[src/rtl/clk_mux_pkg.sv]
// Shared types and constants for the sequenced glitch-free output multiplexer.
package clk_mux_pkg;

  // Default parameter values of the top block.
  localparam int DEF_N_IN       = 12;
  localparam int DEF_DRAIN_CYC  = 2;
  localparam int DEF_SETTLE_CYC = 2;

  // One counter serves both DRAIN and SETTLE, so both lengths must fit in it.
  localparam int CNT_W = 4;

  // Switch sequence: gate off, wait, change select, wait, gate back on.
  typedef enum logic [1:0] {
    ST_RUN    = 2'd0,
    ST_DRAIN  = 2'd1,
    ST_SWITCH = 2'd2,
    ST_SETTLE = 2'd3
  } state_t;

  // Counter load value for a phase of n cycles (the counter runs down to 0).
  function automatic logic [CNT_W-1:0] cnt_load(input int n);
    return CNT_W'(n - 1);
  endfunction

endpackage

[src/rtl/clk_mux_seq_if.sv]
// Select request channel: requester drives sel_req/sel_vld, the block reports
// acceptance, the applied index and sequence status.
interface clk_mux_seq_if
  import clk_mux_pkg::*;
#(
  parameter int SEL_W = $clog2(DEF_N_IN)
);
  logic [SEL_W-1:0] sel_req;
  logic             sel_vld;
  logic             sel_rdy;
  logic [SEL_W-1:0] cur_sel;
  logic             busy;
  logic             done;
  logic             err;

  modport master (
    output sel_req, sel_vld,
    input  sel_rdy, cur_sel, busy, done, err
  );

  modport slave (
    input  sel_req, sel_vld,
    output sel_rdy, cur_sel, busy, done, err
  );
endinterface

[src/rtl/clk_mux_sel.sv]
// N_IN:1 single-bit selector; purely combinational AND-OR tree so an index
// beyond N_IN-1 simply yields 0 rather than an undefined bit.
module clk_mux_sel #(
  parameter int N_IN  = 12,
  parameter int SEL_W = $clog2(N_IN)
) (
  input  logic [N_IN-1:0]  i_min,
  input  logic [SEL_W-1:0] i_sel,
  output logic             o_bit
);
  logic [N_IN-1:0] w_hit;

  genvar gi;
  generate
    for (gi = 0; gi < N_IN; gi++) begin : g_hit
      assign w_hit[gi] = i_min[gi] & (i_sel == SEL_W'(gi));
    end
  endgenerate

  assign o_bit = |w_hit;
endmodule

[src/rtl/clk_mux_seq.sv]
// Sequenced output multiplexer: a select change gates the output off for a
// drain period, swaps the index, then gates off for a settle period before
// the registered output is re-enabled.
module clk_mux_seq
  import clk_mux_pkg::*;
#(
  parameter int N_IN       = DEF_N_IN,
  parameter int SEL_W      = $clog2(N_IN),
  parameter int DRAIN_CYC  = DEF_DRAIN_CYC,
  parameter int SETTLE_CYC = DEF_SETTLE_CYC
) (
  input  logic              clk,
  input  logic              rst,
  input  logic              prog,
  input  logic              cenb,
  input  logic              inv,
  input  logic [N_IN-1:0]   min,
  output logic              mout,
  output logic              moutb,
  clk_mux_seq_if.slave      sel_if
);

  generate
    if (N_IN < 2 || N_IN > 64) begin : g_bad_n_in
      $error("clk_mux_seq: N_IN must be in 2..64");
    end
    if (SEL_W < $clog2(N_IN)) begin : g_bad_sel_w
      $error("clk_mux_seq: SEL_W too narrow for N_IN");
    end
    if (DRAIN_CYC < 1 || DRAIN_CYC > 15) begin : g_bad_drain
      $error("clk_mux_seq: DRAIN_CYC must be in 1..15");
    end
    if (SETTLE_CYC < 1 || SETTLE_CYC > 15) begin : g_bad_settle
      $error("clk_mux_seq: SETTLE_CYC must be in 1..15");
    end
  endgenerate

  // One extra bit so N_IN itself is representable for the range test.
  localparam logic [SEL_W:0]   LP_N_IN     = (SEL_W + 1)'(N_IN);
  localparam logic [CNT_W-1:0] LP_DRAIN_LD = cnt_load(DRAIN_CYC);
  localparam logic [CNT_W-1:0] LP_SETTLE_LD = cnt_load(SETTLE_CYC);

  state_t           r_state;
  state_t           w_state_next;
  logic [CNT_W-1:0] r_cnt;
  logic [CNT_W-1:0] w_cnt_next;
  logic [SEL_W-1:0] r_cur_sel;
  logic [SEL_W-1:0] w_cur_sel_next;
  logic [SEL_W-1:0] r_pend;
  logic [SEL_W-1:0] w_pend_next;
  logic             r_done;
  logic             w_done_next;
  logic             r_err;
  logic             w_err_next;
  logic             r_mout;
  logic             w_mout_next;

  logic             w_run;
  logic             w_gate;
  logic             w_sel_bit;
  logic             w_out_of_range;

  clk_mux_sel #(
    .N_IN  (N_IN),
    .SEL_W (SEL_W)
  ) u_sel (
    .i_min (min),
    .i_sel (r_cur_sel),
    .o_bit (w_sel_bit)
  );

  assign w_run          = (r_state == ST_RUN);
  assign w_gate         = w_run & ~cenb;
  assign w_out_of_range = ({1'b0, sel_if.sel_req} >= LP_N_IN);
  assign w_mout_next    = w_gate & ~prog & (w_sel_bit ^ inv);

  // Next-state and status logic of the switch sequencer.
  always_comb begin
    w_state_next   = r_state;
    w_cnt_next     = r_cnt;
    w_cur_sel_next = r_cur_sel;
    w_pend_next    = r_pend;
    w_done_next    = 1'b0;
    w_err_next     = 1'b0;
    case (r_state)
      ST_RUN: begin
        if (sel_if.sel_vld) begin
          if (w_out_of_range) begin
            w_err_next = 1'b1;
          end else if (sel_if.sel_req == r_cur_sel) begin
            // Nothing to switch; acknowledge without gating the output.
            w_done_next = 1'b1;
          end else begin
            w_pend_next  = sel_if.sel_req;
            w_cnt_next   = LP_DRAIN_LD;
            w_state_next = ST_DRAIN;
          end
        end
      end
      ST_DRAIN: begin
        if (r_cnt == '0) begin
          w_state_next = ST_SWITCH;
        end else begin
          w_cnt_next = r_cnt - CNT_W'(1);
        end
      end
      ST_SWITCH: begin
        w_cur_sel_next = r_pend;
        w_cnt_next     = LP_SETTLE_LD;
        w_state_next   = ST_SETTLE;
      end
      ST_SETTLE: begin
        if (r_cnt == '0) begin
          w_state_next = ST_RUN;
          w_done_next  = 1'b1;
        end else begin
          w_cnt_next = r_cnt - CNT_W'(1);
        end
      end
      default: begin
        w_state_next = ST_RUN;
      end
    endcase
  end

  // State, counter, select and output registers.
  always_ff @(posedge clk) begin
    if (rst) begin
      r_state   <= ST_RUN;
      r_cnt     <= '0;
      r_cur_sel <= '0;
      r_pend    <= '0;
      r_done    <= 1'b0;
      r_err     <= 1'b0;
      r_mout    <= 1'b0;
    end else begin
      r_state   <= w_state_next;
      r_cnt     <= w_cnt_next;
      r_cur_sel <= w_cur_sel_next;
      r_pend    <= w_pend_next;
      r_done    <= w_done_next;
      r_err     <= w_err_next;
      r_mout    <= w_mout_next;
    end
  end

  assign mout           = r_mout;
  assign moutb          = ~r_mout;
  assign sel_if.sel_rdy = w_run;
  assign sel_if.busy    = ~w_run;
  assign sel_if.cur_sel = r_cur_sel;
  assign sel_if.done    = r_done;
  assign sel_if.err     = r_err;

endmodule

[src/flat_wrapper.sv]
// flat-port wrapper written by rule: the top's interface ports become plain ports
module clk_mux_seq_flat import clk_mux_pkg::*;
#(
  parameter int N_IN       = DEF_N_IN,
  parameter int SEL_W      = $clog2(N_IN),
  parameter int DRAIN_CYC  = DEF_DRAIN_CYC,
  parameter int SETTLE_CYC = DEF_SETTLE_CYC
)
  (clk, rst, prog, cenb, inv, min, mout, moutb, sel_if_sel_req, sel_if_sel_vld, sel_if_sel_rdy, sel_if_cur_sel, sel_if_busy, sel_if_done, sel_if_err);
  clk_mux_seq_if #(.SEL_W(SEL_W)) sel_if_i ();
  input  logic clk;
  input  logic rst;
  input  logic prog;
  input  logic cenb;
  input  logic inv;
  input  logic [N_IN-1:0] min;
  output logic mout;
  output logic moutb;
  input wire logic [$bits(sel_if_i.sel_req)-1:0] sel_if_sel_req;
  input wire logic [$bits(sel_if_i.sel_vld)-1:0] sel_if_sel_vld;
  output wire logic [$bits(sel_if_i.sel_rdy)-1:0] sel_if_sel_rdy;
  output wire logic [$bits(sel_if_i.cur_sel)-1:0] sel_if_cur_sel;
  output wire logic [$bits(sel_if_i.busy)-1:0] sel_if_busy;
  output wire logic [$bits(sel_if_i.done)-1:0] sel_if_done;
  output wire logic [$bits(sel_if_i.err)-1:0] sel_if_err;
  assign sel_if_i.sel_req = sel_if_sel_req;
  assign sel_if_i.sel_vld = sel_if_sel_vld;
  assign sel_if_sel_rdy = sel_if_i.sel_rdy;
  assign sel_if_cur_sel = sel_if_i.cur_sel;
  assign sel_if_busy = sel_if_i.busy;
  assign sel_if_done = sel_if_i.done;
  assign sel_if_err = sel_if_i.err;
  clk_mux_seq #(.N_IN(N_IN), .SEL_W(SEL_W), .DRAIN_CYC(DRAIN_CYC), .SETTLE_CYC(SETTLE_CYC)) u_core (.clk(clk), .rst(rst), .prog(prog), .cenb(cenb), .inv(inv), .min(min), .mout(mout), .moutb(moutb), .sel_if(sel_if_i));
endmodule
[config.mk]
export PLATFORM = sky130hd
export DESIGN_NAME = clk_mux_seq_flat
export DESIGN_NICKNAME = d
export VERILOG_FILES = /design/src/rtl/clk_mux_pkg.sv /design/src/rtl/clk_mux_seq_if.sv /design/src/rtl/clk_mux_sel.sv /design/src/rtl/clk_mux_seq.sv /design/src/flat_wrapper.sv
export SDC_FILE = /design/constraint.sdc
export NUM_CORES = 1
export LEC_CHECK = 0
export CAP_MARGIN = 20
export CORE_AREA = 2 2 63 65
export DETAILED_ROUTE_END_ITERATION = 10
export DIE_AREA = 0 0 65 67
export HOLD_SLACK_MARGIN = 0.1
export PLACE_DENSITY = 0.51
export SLEW_MARGIN = 20
export SYNTH_ARGS = -nofsm -noshare
export SYNTH_HDL_FRONTEND = slang
export SYNTH_HIERARCHICAL = 1
export SYNTH_SLANG_ARGS = --single-unit
[constraint.sdc]
create_clock -name clk -period 2 [get_ports clk]
set_input_delay 0.4 -clock clk [delete_from_list [all_inputs] [get_ports clk]]
set_output_delay 0.4 -clock clk [all_outputs]
set_load 0.005 [all_outputs]
==> metrics.md <==
| Metric | Value |
|---|---|
| CP Capture Type | primary output |
| Clk_skew | 0.004555 ns |
| Status | finished clean |
| Layout cell share with drive strength beyond 1 | 0.1565 |
| Ports | 32 |
| Maximum achievable frequency | 0.5249 GHz |
| Post-synth ARST share | 0 |
| Max Slew Vio Count | 0 |
| Worst Setup Start Kind | register |
| Core Util, Final | 0.4202 |
| Crit Path Category | register to primary output |
| Initial antenna violation count | 0 |
| Final setup viols | 0 |
| Via density | 4.785 |
| Initial DRC Count | 17 |
| Die X | 65 um |
| Fin crit share | 0.9526 |
| Worst-Margin Slew | 0.3367 ns |
| IO buf count | 31 |
| Drt pass-1 iters | 4 |
| GRT busiest layer | met2 |
| Skew-Pair Late Insertion Delay | roughly 0.25 ns |
| Critical path's slowest cell | clkdlybuf4s50_1 |
| Post-DR wirelength/cell | about 13 um |
| Die H | 67 um |
| RSZ-0062 raised after global routing | false |
| Post-CTS setup buffers | 0 |
| Clk root buf | clkbuf_8 |
| Cell Pwr Density | 1036 mW/mm^2 |
| Max FO, Critical Path | 4 |
| Vias post-DR | 933 |
| Die ar. | between 0.004 and 0.005 mm^2 |
| Rel. slew slack | 0.7755 |
| CP peak stage delay | 0.50 ns |
| DRC Markers | 0 |
| First-pass GRT wire length | between 4000 and 5000 um |
| Post-route ant nets | 0 |
| Worst path required time | 1.60 ns |
| Drt total wl | 2445 um |
| Synth Area per Inst | 9.778 um^2 |
| Final GP Congestion | 0.7899 |
| Largest net degree at the start of global routing | 22 |
| Met1 GRT Util | 0.1329 |
| Synth Instances | roughly 110 |
| H-tree depth | 1 |
| Syn nets | 136 |
| Synth Flop Type | dfxtp_1 |
| Tot Pwr | 1.569 mW |
| Area Overhead vs Synth | 43.48% |
| Clock tree buffer depth | 2 |
| All-Layer GR Usage | 0.1203 |
| Post-CTS Hold Fix Bufs | 0 |
| Worst VDD drop | 512.1 uV |
| Seq/Total Area, Yosys | 0.3223 |
| Net count, final | 176 |
| Post-detail-place hpwl | 1990 um |
| CTS tree | built |
| Hold crit path type | register to register |
| Hold Vio Cnt, Final | 0 |
| Grt met3 use | 0.03716 |
| M2 GR Usage | 0.2191 |
| Distinct cells, synth | 35 |
| Post-synth EDFFs | 0 |
| Clock-pin transition on the worst setup and hold timing paths | 0.07 ns |
| Number of clock sinks | 17 |
| Synthesis-stage register bit count | 17 |
| Starting Density | 0.2929 |
| Antenna cells | 0 |
| Synth warn | 6 |
| Crit-path cells | inv_2, ha_1, inv_1, clkdlybuf4s50_1 |
| Final setup TNS | 0 ns |
| Synthesized cell area | ~0.0011 mm^2 |
| Grt total ovfl | 0 |
| Vias in the first global route | between 900 and 1000 |
| Critical path arrival | 1.51 ns |
| Static leakage power | 0.5554 nW |
| CTS buffer count | 3 |
| MaxCap Viol Count | 0 |
| Num rows | 22 |
| Final Critical Period | 1.905 ns |
| CORE AREA | 0.003606 mm^2 |
[report_power, final]
part           total, mW  switching, mW  leakage (nW)  internal, mW
Clock              0.258          0.120        0.0255         0.138
Combinational      0.858          0.430         0.391         0.428
Sequential         0.453         0.0468         0.139         0.406
[cell usage after synthesis, types with 3 or more instances]
master	number	area, um^2
dfxtp_1	17	340.3
inv_1	9	33.78
nor2_1	10	37.54
clkbuf_1	3	11.26
mux2i_1	7	70.07
nor3_1	4	20.02
o21ai_1	5	25.02
ha_1	6	75.07
nand3_1	5	25.02
nand2b_1	4	25.02
a21oi_1	5	25.02
mux4_1	3	78.83
xnor2_1	5	43.79
[cells by family (layout without fill, tap and decap cells)]
| group | count (synthesis) | count (layout) | share of synthesized area |
|---|---|---|---|
| xor gates and xnor gates | 5 | 5 | 0.04147 |
| DFF | 17 | 17 | 0.3223 |
| buffers and inverters | 14 | 53 | 0.05805 |
| adders and majority gates | 6 | 6 | 0.07109 |
| and+or+nand+nor | 32 | 32 | 0.1694 |
| muxes | 11 | 11 | 0.1517 |
| AOI/OAI and AO/OA | 23 | 23 | 0.1860 |
[flip-flops by register name, indices dropped and copies added, names as in the netlist]
register / count
u_core/mout: 1
u_core/r_cnt: 4
u_core/r_pend: 4
u_core/r_state: 2
u_core/sel_if.cur_sel: 4
u_core/sel_if.done: 1
u_core/sel_if.err: 1
[stage by stage]
stage / cells / hold slack [ns] / worst slack [ns] / area [um^2]
4_1_cts: 195 / 0.4851 / 0.01097 / 1513
2_1_floorplan: 108 / 0.4584 / 0.2733 / 1056
6_report: 195 / 0.4864 / 0.09486 / 1515
5_1_grt: 195 / 0.5121 / 0.008968 / 1515
3_3_place_gp: 191 / 0.4725 / -0.001927 / 1466
3_5_place_dp: 191 / 0.4757 / 0.006456 / 1466
[final timing paths]
kind,start,to,slack [ns],depth (start not counted)
min,u_core/r_pend[1]$_SDFFE_PP0P_,u_core/r_pend[1]$_SDFFE_PP0P_,0.49,2
max,u_core/r_state[0]$_SDFFE_PP0P_,sel_if_busy,0.09,4
max reg2reg,u_core/r_cnt[0]$_SDFFE_PP0P_,u_core/r_cnt[1]$_SDFFE_PP0P_,0.19,6
min reg2reg,u_core/r_pend[1]$_SDFFE_PP0P_,u_core/r_pend[1]$_SDFFE_PP0P_,0.49,2
[final cells by class]
class / count / area [um^2]
clock buffer: 3 / 41.29
clock inverter: 1 / 5.005
fill: 377 / 2091
inverter: 9 / 33.78
multi-input combinational: 77 / 654.4
sequential: 17 / 342.8
tap: 48 / 60.06
timing repair buffer: 40 / 377.9
[critical path: cells and delay by family (launching register included)]
| kind | cells | cell delay, ns |
|---|---|---|
| buffers and inverters | 3 | 0.65 |
| flip-flops | 1 | 0.36 |
| adder cells (fa/ha/maj) | 1 | 0.24 |
[metal layers]
metal | vias to the layer above | routed length [um]
met5 | - | 0
met4 | 0 | 20
met3 | 4 | 122
met2 | 23 | 1259
met1 | 438 | 1043
li1 | 468 | -
[repair_timing]
item | in CTS | in global routing
gates resized for setup | 1 | 2
cloned | 0 | 0
endpoints found under the setup margin | 1 | 1
[cell usage in the layout, fill, tap and decap left out]
| cell type | instances |
|---|---|
| dfxtp_1 | 15 |
| a221oi_2 | 1 |
| nand2b_1 | 4 |
| a21boi_0 | 1 |
| o2bb2ai_1 | 1 |
| o21ai_1 | 5 |
| o21bai_1 | 1 |
| and4_4 | 1 |
| a211oi_2 | 1 |
| or4b_1 | 1 |
| clkdlybuf4s50_1 | 31 |
| a21o_1 | 1 |
| nor2_1 | 10 |
| nand3_1 | 5 |
| ha_1 | 6 |
| a21oi_2 | 1 |
| mux4_1 | 3 |
| mux2i_1 | 7 |
| clkinv_2 | 1 |
| a211oi_1 | 2 |
| xnor2_1 | 5 |
| nand4_1 | 1 |
| dfxtp_2 | 2 |
| clkbuf_8 | 3 |
| mux2_1 | 1 |
| buf_4 | 9 |
| o32ai_1 | 1 |
| o22ai_4 | 1 |
| nor4b_1 | 2 |
| or3b_4 | 1 |
| inv_1 | 8 |
| nand3b_1 | 1 |
| nand2_1 | 2 |
| a2111oi_4 | 1 |
| inv_2 | 1 |
| a21oi_1 | 5 |
| nor3_1 | 4 |
| a22oi_1 | 1 |
(Power assumes the default switching activity.)
